### config.mk
export PLATFORM = sky130hd
export DESIGN_NAME = sparc_exu_alu_arb
export DESIGN_NICKNAME = d
export VERILOG_FILES = /design/src/rtl/sparc_exu_alu_arb_pkg.sv /design/src/rtl/sparc_exu_alu_arb_alu_op_dec.sv /design/src/rtl/sparc_exu_alu_arb.sv
export SDC_FILE = /design/constraint.sdc
export NUM_CORES = 1
export LEC_CHECK = 0
export CAP_MARGIN = 10
export CORE_MARGIN = 2
export CORE_UTILIZATION = 41
export CTS_CLUSTER_DIAMETER = 50
export CTS_CLUSTER_SIZE = 10
export DETAILED_ROUTE_END_ITERATION = 10
export PLACE_DENSITY_LB_ADDON = 0.2
export SYNTH_ARGS = -nofsm -noshare
export SYNTH_HDL_FRONTEND = slang
export SYNTH_SLANG_ARGS = --single-unit
### constraint.sdc
create_clock -name rclk -period 2.7 [get_ports rclk]
set_clock_uncertainty 0.2 [all_clocks]
set_input_delay 0.54 -clock rclk [delete_from_list [all_inputs] [get_ports rclk]]
set_output_delay 0.54 -clock rclk [all_outputs]
set_load 0.005 [all_outputs]
### src/rtl/sparc_exu_alu_arb_pkg.sv
// Shared definitions for the EXU ALU arbiter: op encodings, decoded-control
// bit positions and the decoded-control payload.
package sparc_exu_alu_arb_pkg;

  localparam int unsigned TAGW_DEF = 2;
  localparam int unsigned OP_W     = 3;
  localparam int unsigned SEL_W    = 4;
  localparam int unsigned DATA_W   = 64;
  localparam int unsigned STARVE_W = 4;

  typedef enum logic [OP_W-1:0] {
    ALU_OP_ADD   = 3'd0,
    ALU_OP_SUB   = 3'd1,
    ALU_OP_AND   = 3'd2,
    ALU_OP_OR    = 3'd3,
    ALU_OP_XOR   = 3'd4,
    ALU_OP_MOVE  = 3'd5,
    ALU_OP_SHIFT = 3'd6,
    ALU_OP_RS3   = 3'd7
  } alu_op_e;

  // Output-select bit positions (active-high inside the decoder)
  localparam int unsigned OSEL_SUM   = 0;
  localparam int unsigned OSEL_RS3   = 1;
  localparam int unsigned OSEL_SHIFT = 2;
  localparam int unsigned OSEL_LOGIC = 3;

  // Logic-unit select bit positions
  localparam int unsigned LSEL_AND  = 0;
  localparam int unsigned LSEL_OR   = 1;
  localparam int unsigned LSEL_XOR  = 2;
  localparam int unsigned LSEL_MOVE = 3;

  typedef struct packed {
    logic [SEL_W-1:0] out_sel;
    logic [SEL_W-1:0] log_sel;
    logic             cin;
    logic             invert;
  } alu_ctl_t;

endpackage

### src/rtl/sparc_exu_alu_arb_alu_op_dec.sv
// Combinational op decoder: ALU op to one-hot output select, logic select,
// carry-in and operand invert. Shared with the ECL.
module sparc_exu_alu_arb_alu_op_dec
  import sparc_exu_alu_arb_pkg::*;
(
  input  logic [OP_W-1:0] op,
  output alu_ctl_t        ctl_c
);

  always_comb begin
    ctl_c = '0;
    case (alu_op_e'(op))
      ALU_OP_ADD:   ctl_c.out_sel[OSEL_SUM] = 1'b1;
      ALU_OP_SUB: begin
        ctl_c.out_sel[OSEL_SUM] = 1'b1;
        ctl_c.cin               = 1'b1;
        ctl_c.invert            = 1'b1;
      end
      ALU_OP_AND: begin
        ctl_c.out_sel[OSEL_LOGIC] = 1'b1;
        ctl_c.log_sel[LSEL_AND]   = 1'b1;
      end
      ALU_OP_OR: begin
        ctl_c.out_sel[OSEL_LOGIC] = 1'b1;
        ctl_c.log_sel[LSEL_OR]    = 1'b1;
      end
      ALU_OP_XOR: begin
        ctl_c.out_sel[OSEL_LOGIC] = 1'b1;
        ctl_c.log_sel[LSEL_XOR]   = 1'b1;
      end
      ALU_OP_MOVE: begin
        ctl_c.out_sel[OSEL_LOGIC] = 1'b1;
        ctl_c.log_sel[LSEL_MOVE]  = 1'b1;
      end
      ALU_OP_SHIFT: ctl_c.out_sel[OSEL_SHIFT] = 1'b1;
      ALU_OP_RS3:   ctl_c.out_sel[OSEL_RS3]   = 1'b1;
      default:      ctl_c = '0;
    endcase
  end

endmodule

### src/rtl/sparc_exu_alu_arb.sv
// Two-requester arbiter for the shared EXU ALU: A-stage grant, registered
// E-stage controls, and an R-stage response carrying the winner's tag.
module sparc_exu_alu_arb
  import sparc_exu_alu_arb_pkg::*;
#(
  parameter int unsigned TAGW       = TAGW_DEF,
  parameter int unsigned STARVE_MAX = 4
) (
  input  logic              rclk,
  input  logic              arst_l,
  input  logic              req0_vld,
  input  logic [OP_W-1:0]   req0_op,
  input  logic [TAGW-1:0]   req0_tag,
  output logic              req0_rdy,
  input  logic              req1_vld,
  input  logic [OP_W-1:0]   req1_op,
  input  logic [TAGW-1:0]   req1_tag,
  output logic              req1_rdy,
  input  logic              hold_e,
  input  logic [DATA_W-1:0] alu_rd_data_e,
  output logic              ctl_out_sel_sum_e_l,
  output logic              ctl_out_sel_rs3_e_l,
  output logic              ctl_out_sel_shift_e_l,
  output logic              ctl_out_sel_logic_e_l,
  output logic              ctl_log_sel_and_e,
  output logic              ctl_log_sel_or_e,
  output logic              ctl_log_sel_xor_e,
  output logic              ctl_log_sel_move_e,
  output logic              ctl_cin_e,
  output logic              ctl_invert_d,
  output logic              rsp_vld,
  output logic              rsp_id,
  output logic [TAGW-1:0]   rsp_tag,
  output logic [DATA_W-1:0] rsp_data
);

  if (STARVE_MAX == 0 || STARVE_MAX > (2**STARVE_W) - 1) begin : g_bad_starve_max
    $error("sparc_exu_alu_arb: STARVE_MAX must be in 1..15");
  end

  localparam logic [STARVE_W-1:0] STARVE_LIM = STARVE_W'(STARVE_MAX);

  logic                starve_cnt_q, starve_unused;
  logic [STARVE_W-1:0] starve_q, starve_d;
  logic                e_vld_q, e_vld_d;
  logic [SEL_W-1:0]    e_out_sel_l_q, e_out_sel_l_d;
  logic [SEL_W-1:0]    e_log_sel_q, e_log_sel_d;
  logic                e_cin_q, e_cin_d;
  logic                e_id_q, e_id_d;
  logic [TAGW-1:0]     e_tag_q, e_tag_d;
  logic                rsp_vld_q, rsp_vld_d;
  logic                rsp_id_q, rsp_id_d;
  logic [TAGW-1:0]     rsp_tag_q, rsp_tag_d;
  logic [DATA_W-1:0]   rsp_data_q, rsp_data_d;

  logic                starve_hit_c, gnt0_c, gnt1_c, gnt_c;
  logic [OP_W-1:0]     gnt_op_c;
  logic [TAGW-1:0]     gnt_tag_c;
  alu_ctl_t            dec_c;

  assign starve_cnt_q  = 1'b0;
  assign starve_unused = starve_cnt_q;

  // A stage: a starved requester 1 beats requester 0; hold_e blocks every grant
  always_comb begin
    starve_hit_c = (starve_q == STARVE_LIM) && req1_vld;
    gnt0_c       = !hold_e && req0_vld && !starve_hit_c;
    gnt1_c       = !hold_e && req1_vld && (starve_hit_c || !req0_vld);
    gnt_c        = gnt0_c || gnt1_c;
    gnt_op_c     = gnt1_c ? req1_op  : req0_op;
    gnt_tag_c    = gnt1_c ? req1_tag : req0_tag;
  end

  sparc_exu_alu_arb_alu_op_dec u_dec (
    .op    (gnt_op_c),
    .ctl_c (dec_c)
  );

  assign req0_rdy     = gnt0_c;
  assign req1_rdy     = gnt1_c;
  assign ctl_invert_d = gnt_c && dec_c.invert;

  always_comb begin
    starve_d      = starve_q;
    e_vld_d       = e_vld_q;
    e_out_sel_l_d = e_out_sel_l_q;
    e_log_sel_d   = e_log_sel_q;
    e_cin_d       = e_cin_q;
    e_id_d        = e_id_q;
    e_tag_d       = e_tag_q;
    rsp_vld_d     = 1'b0;
    rsp_id_d      = rsp_id_q;
    rsp_tag_d     = rsp_tag_q;
    rsp_data_d    = rsp_data_q;

    if (!hold_e) begin
      if (req1_vld && gnt0_c) begin
        if (starve_q != STARVE_LIM) starve_d = starve_q + STARVE_W'(1);
      end else begin
        starve_d = '0;
      end

      // An empty E stage drives every output select inactive
      e_vld_d       = gnt_c;
      e_out_sel_l_d = gnt_c ? ~dec_c.out_sel : '1;
      e_log_sel_d   = gnt_c ? dec_c.log_sel  : '0;
      e_cin_d       = gnt_c && dec_c.cin;
      e_id_d        = gnt1_c;
      e_tag_d       = gnt_c ? gnt_tag_c : e_tag_q;

      if (e_vld_q) begin
        rsp_vld_d  = 1'b1;
        rsp_id_d   = e_id_q;
        rsp_tag_d  = e_tag_q;
        rsp_data_d = alu_rd_data_e;
      end
    end
  end

  always_ff @(posedge rclk or negedge arst_l) begin
    if (!arst_l) begin
      starve_q      <= '0;
      e_vld_q       <= 1'b0;
      e_out_sel_l_q <= '1;
      e_log_sel_q   <= '0;
      e_cin_q       <= 1'b0;
      e_id_q        <= 1'b0;
      e_tag_q       <= '0;
      rsp_vld_q     <= 1'b0;
      rsp_id_q      <= 1'b0;
      rsp_tag_q     <= '0;
      rsp_data_q    <= '0;
    end else begin
      starve_q      <= starve_d;
      e_vld_q       <= e_vld_d;
      e_out_sel_l_q <= e_out_sel_l_d;
      e_log_sel_q   <= e_log_sel_d;
      e_cin_q       <= e_cin_d;
      e_id_q        <= e_id_d;
      e_tag_q       <= e_tag_d;
      rsp_vld_q     <= rsp_vld_d;
      rsp_id_q      <= rsp_id_d;
      rsp_tag_q     <= rsp_tag_d;
      rsp_data_q    <= rsp_data_d;
    end
  end

  assign ctl_out_sel_sum_e_l   = e_out_sel_l_q[OSEL_SUM];
  assign ctl_out_sel_rs3_e_l   = e_out_sel_l_q[OSEL_RS3];
  assign ctl_out_sel_shift_e_l = e_out_sel_l_q[OSEL_SHIFT];
  assign ctl_out_sel_logic_e_l = e_out_sel_l_q[OSEL_LOGIC];
  assign ctl_log_sel_and_e     = e_log_sel_q[LSEL_AND];
  assign ctl_log_sel_or_e      = e_log_sel_q[LSEL_OR];
  assign ctl_log_sel_xor_e     = e_log_sel_q[LSEL_XOR];
  assign ctl_log_sel_move_e    = e_log_sel_q[LSEL_MOVE];
  assign ctl_cin_e             = e_cin_q;
  assign rsp_vld               = rsp_vld_q;
  assign rsp_id                = rsp_id_q;
  assign rsp_tag               = rsp_tag_q;
  assign rsp_data              = rsp_data_q;

endmodule

==> metrics.yaml <==
async_flop_share_pct: 100
wl_met1_um: 3340
synth.most_common_cell: "dfrtp_1"
multiInputGateArea_sq_um: 1220
pre_cts_slack_ps: -402
setup-violations-final: 0
syn_inst: 231
drive_gt1_share_pct: 30.0
die_h_um: 95.1
max_cap_violations: 0
vias_per_cell: 4.83
grt_pass1_vias: 2497
gp_congestion: 0.785
top_layer_used: "met4"
avgSynthCellArea_sq_um: 14.7
syn-cell-area_sq_um: 3410
synth_warnings: 0
status: "finished, final reports clean"
cts_tree: "built"
finalCritPeriodShare_pct: 98.9
htree_levels: 3
post_drt_wl_per_cell_um: 15.8
ys.flop_type: "dfrtp_1"
rsz0062_at_grt: "yes"
min_path_type: "reg2reg"
synth_top_area_cell: "dfrtp_1"
grt_max_degree: 55
synth.top_cells.by_count: "dfrtp_1 (81), mux2_2 (67), buf_2 (8), nor2_1 (8), nand2b_1 (7)"
drtIter0Drc: 57
yosys_register_bits: 85
finalWorstSetupSlack_ps: 31.0
synth_top_area_share_pct: 59.5
coreArea_sq_um: 8130
synth_edf_count: 0
pin_count: 159
nets: 490
yosysSeqAreaShare_pct: 62.6
clockBufferDepth: 2
worstSetupEndpointType: "output pin"
start_kind: "flip-flop"
hold_viol: 0
grtUsageTotal_pct: 17.6
grt-ovfl-total: 0
start_util_pct: 41.9
layout.area.seq_sq_um: 2130
synthesis.nets: 312
relSlewSlack_pct: 66.7
vdd_drop_max_v: 0.000245
p_leak_nw: 2.30
max_slew.worst_pin.slew_ps: 499
period_needed_ps: 2670
worstSetupPathType: "reg2out"
ant_nets: 0
root_buffer: "clkbuf_8"
clk_latency_ps: 340
via_count: 2502
cts_buffers: 9
crit_fanout: 4
drc: 0
max_freq_ghz: 0.375
crit_arrival_ps: 1930
num-fill-cells: 614
core.rowCount: 33
die_w_um: 95.1
dp.final_hpwl_um: 5960
synth_area_leaders: "dfrtp_1 (60%), mux2_2 (22%), dfstp_2 (3.1%)"
cts_sinks: 85
routed-wl-met2_um: 3910
met3_length_um: 769
fin_hold_ws_ps: 292
n_antenna_cell: 0
drt_wl_total_um: 8180
path_clk_slew_ps: 80
yosysUniqueCellTypes: 37
powerDensity_nw_per_um2: 586
dieArea_sq_um: 9050
syn_to_final_growth_pct: 59.8
drt_pass1_iterations: 4
portBuffers: 158
slew_viol_final: 0
grt_antenna_before_repair: 0
required_ps: 1960
grt_pass1_wl_um: 12100
## state kept, by name, indices dropped and copies added, names as in the netlist, 2 cells and up
register and flops:
rsp_data 64, e_log_sel_q 4, e_out_sel_l_q 4, starve_q 4, e_tag_q 2, rsp_tag 2
## where the power goes
part / internal (mW) / total (mW) / switching, mW
Clock: 0.418 / 0.837 / 0.419
Sequential: 1.45 / 1.53 / 0.0835
Combinational: 0.565 / 0.818 / 0.253
## layer usage
metal  GRT usage [%]  vias to the layer above
li1                -                     1171
met1            21.8                     1199
met5               0                        -
met2            28.7                      116
met3            5.53                       16
met4            7.13                        0
## cell type report
| class | instances | share of cell area, % |
|---|---|---|
| clock inverters | 5 | 0.966 |
| flip-flops and latches | 85 | 39.2 |
| repair buffers | 178 | 32.1 |
| multi-input cells | 128 | 22.5 |
| well taps | 105 | 2.41 |
| clock buffers | 10 | 2.34 |
| inverters | 7 | 0.483 |
## kinds of logic (layout without fill, tap and decap cells)
logic type / count (synthesis) / count (layout) / share of synthesized area, %
buf+inv: 18 / 200 / 2.61
fa+ha+maj: 2 / 2 / 0.735
flops: 85 / 85 / 62.6
mux: 71 / 71 / 23.5
compound gates: 26 / 26 / 6.03
simple gates: 29 / 29 / 4.56
## placed cells by master, fill, tap and decap left out, types with 2 or more instances in the layout
cell type	instances
mux2i_1	3
clkdlybuf4s50_1	152
a21o_2	2
a2bb2oi_1	3
nand2b_1	6
buf_12	2
buf_4	17
o22ai_1	2
a21oi_1	4
nor2_1	8
dfrtp_1	81
dfstp_2	4
inv_1	5
clkbuf_2	2
nand2_1	5
o21ai_0	2
nor3_1	2
mux2_2	67
clkbuf_8	9
dlygate4sd2_1	2
a22o_1	4
clkinv_2	3
## metrics by stage
stage | cells | power (mW) | TNS (ps) | util [%] | instance area [sq um]
2_1_floorplan | 231 | 1.82 | 0 | - | 3410
3_3_place_gp | 500 | 2.35 | -595 | 64.1 | 5210
3_5_place_dp | 500 | 2.38 | -634 | 64.1 | 5210
4_1_cts | 517 | 3.23 | -141 | 66.7 | 5420
5_1_grt | 518 | 3.36 | -96.2 | 66.9 | 5440
6_report | 518 | 3.19 | 0 | 66.9 | 5440
## critical path, cell delays in order, from the launching register on
cell      delay, ps
dfrtp_1         380
inv_1            90
ha_2            180
and3b_4         230
o21ba_4         160
mux2_4          300
and2_4          150
clkbuf_2        100
## timing repair
action / CTS / global route
setup endpoints to repair: 3 / 2
gates resized for setup: 11 / 9
setup buffers: 1 / 1
endpoints found under the hold margin: 28 / 0
pin swaps: 1 / 3
hold buffers: 1 / 0
## worst paths after layout
check	start	end	slack, ps	depth (start not counted)
max reg2reg	starve_q[1]$_DFFE_PN0P_	e_log_sel_q[2]$_DFFE_PN0N_	640	8
min	e_out_sel_l_q[0]$_DFFE_PN1N_	e_out_sel_l_q[0]$_DFFE_PN1N_	290	1
max in group asynchronous	arst_l	e_out_sel_l_q[3]$_DFFE_PN1N_	1140	3
min in group asynchronous	arst_l	rsp_data[15]$_DFFE_PN0P_	480	2
max	starve_q[0]$_DFFE_PN0P_	ctl_invert_d	30	7
min reg2reg	e_out_sel_l_q[0]$_DFFE_PN1N_	e_out_sel_l_q[0]$_DFFE_PN1N_	290	1
No activity file was read; power rests on OpenSTA's default activity.
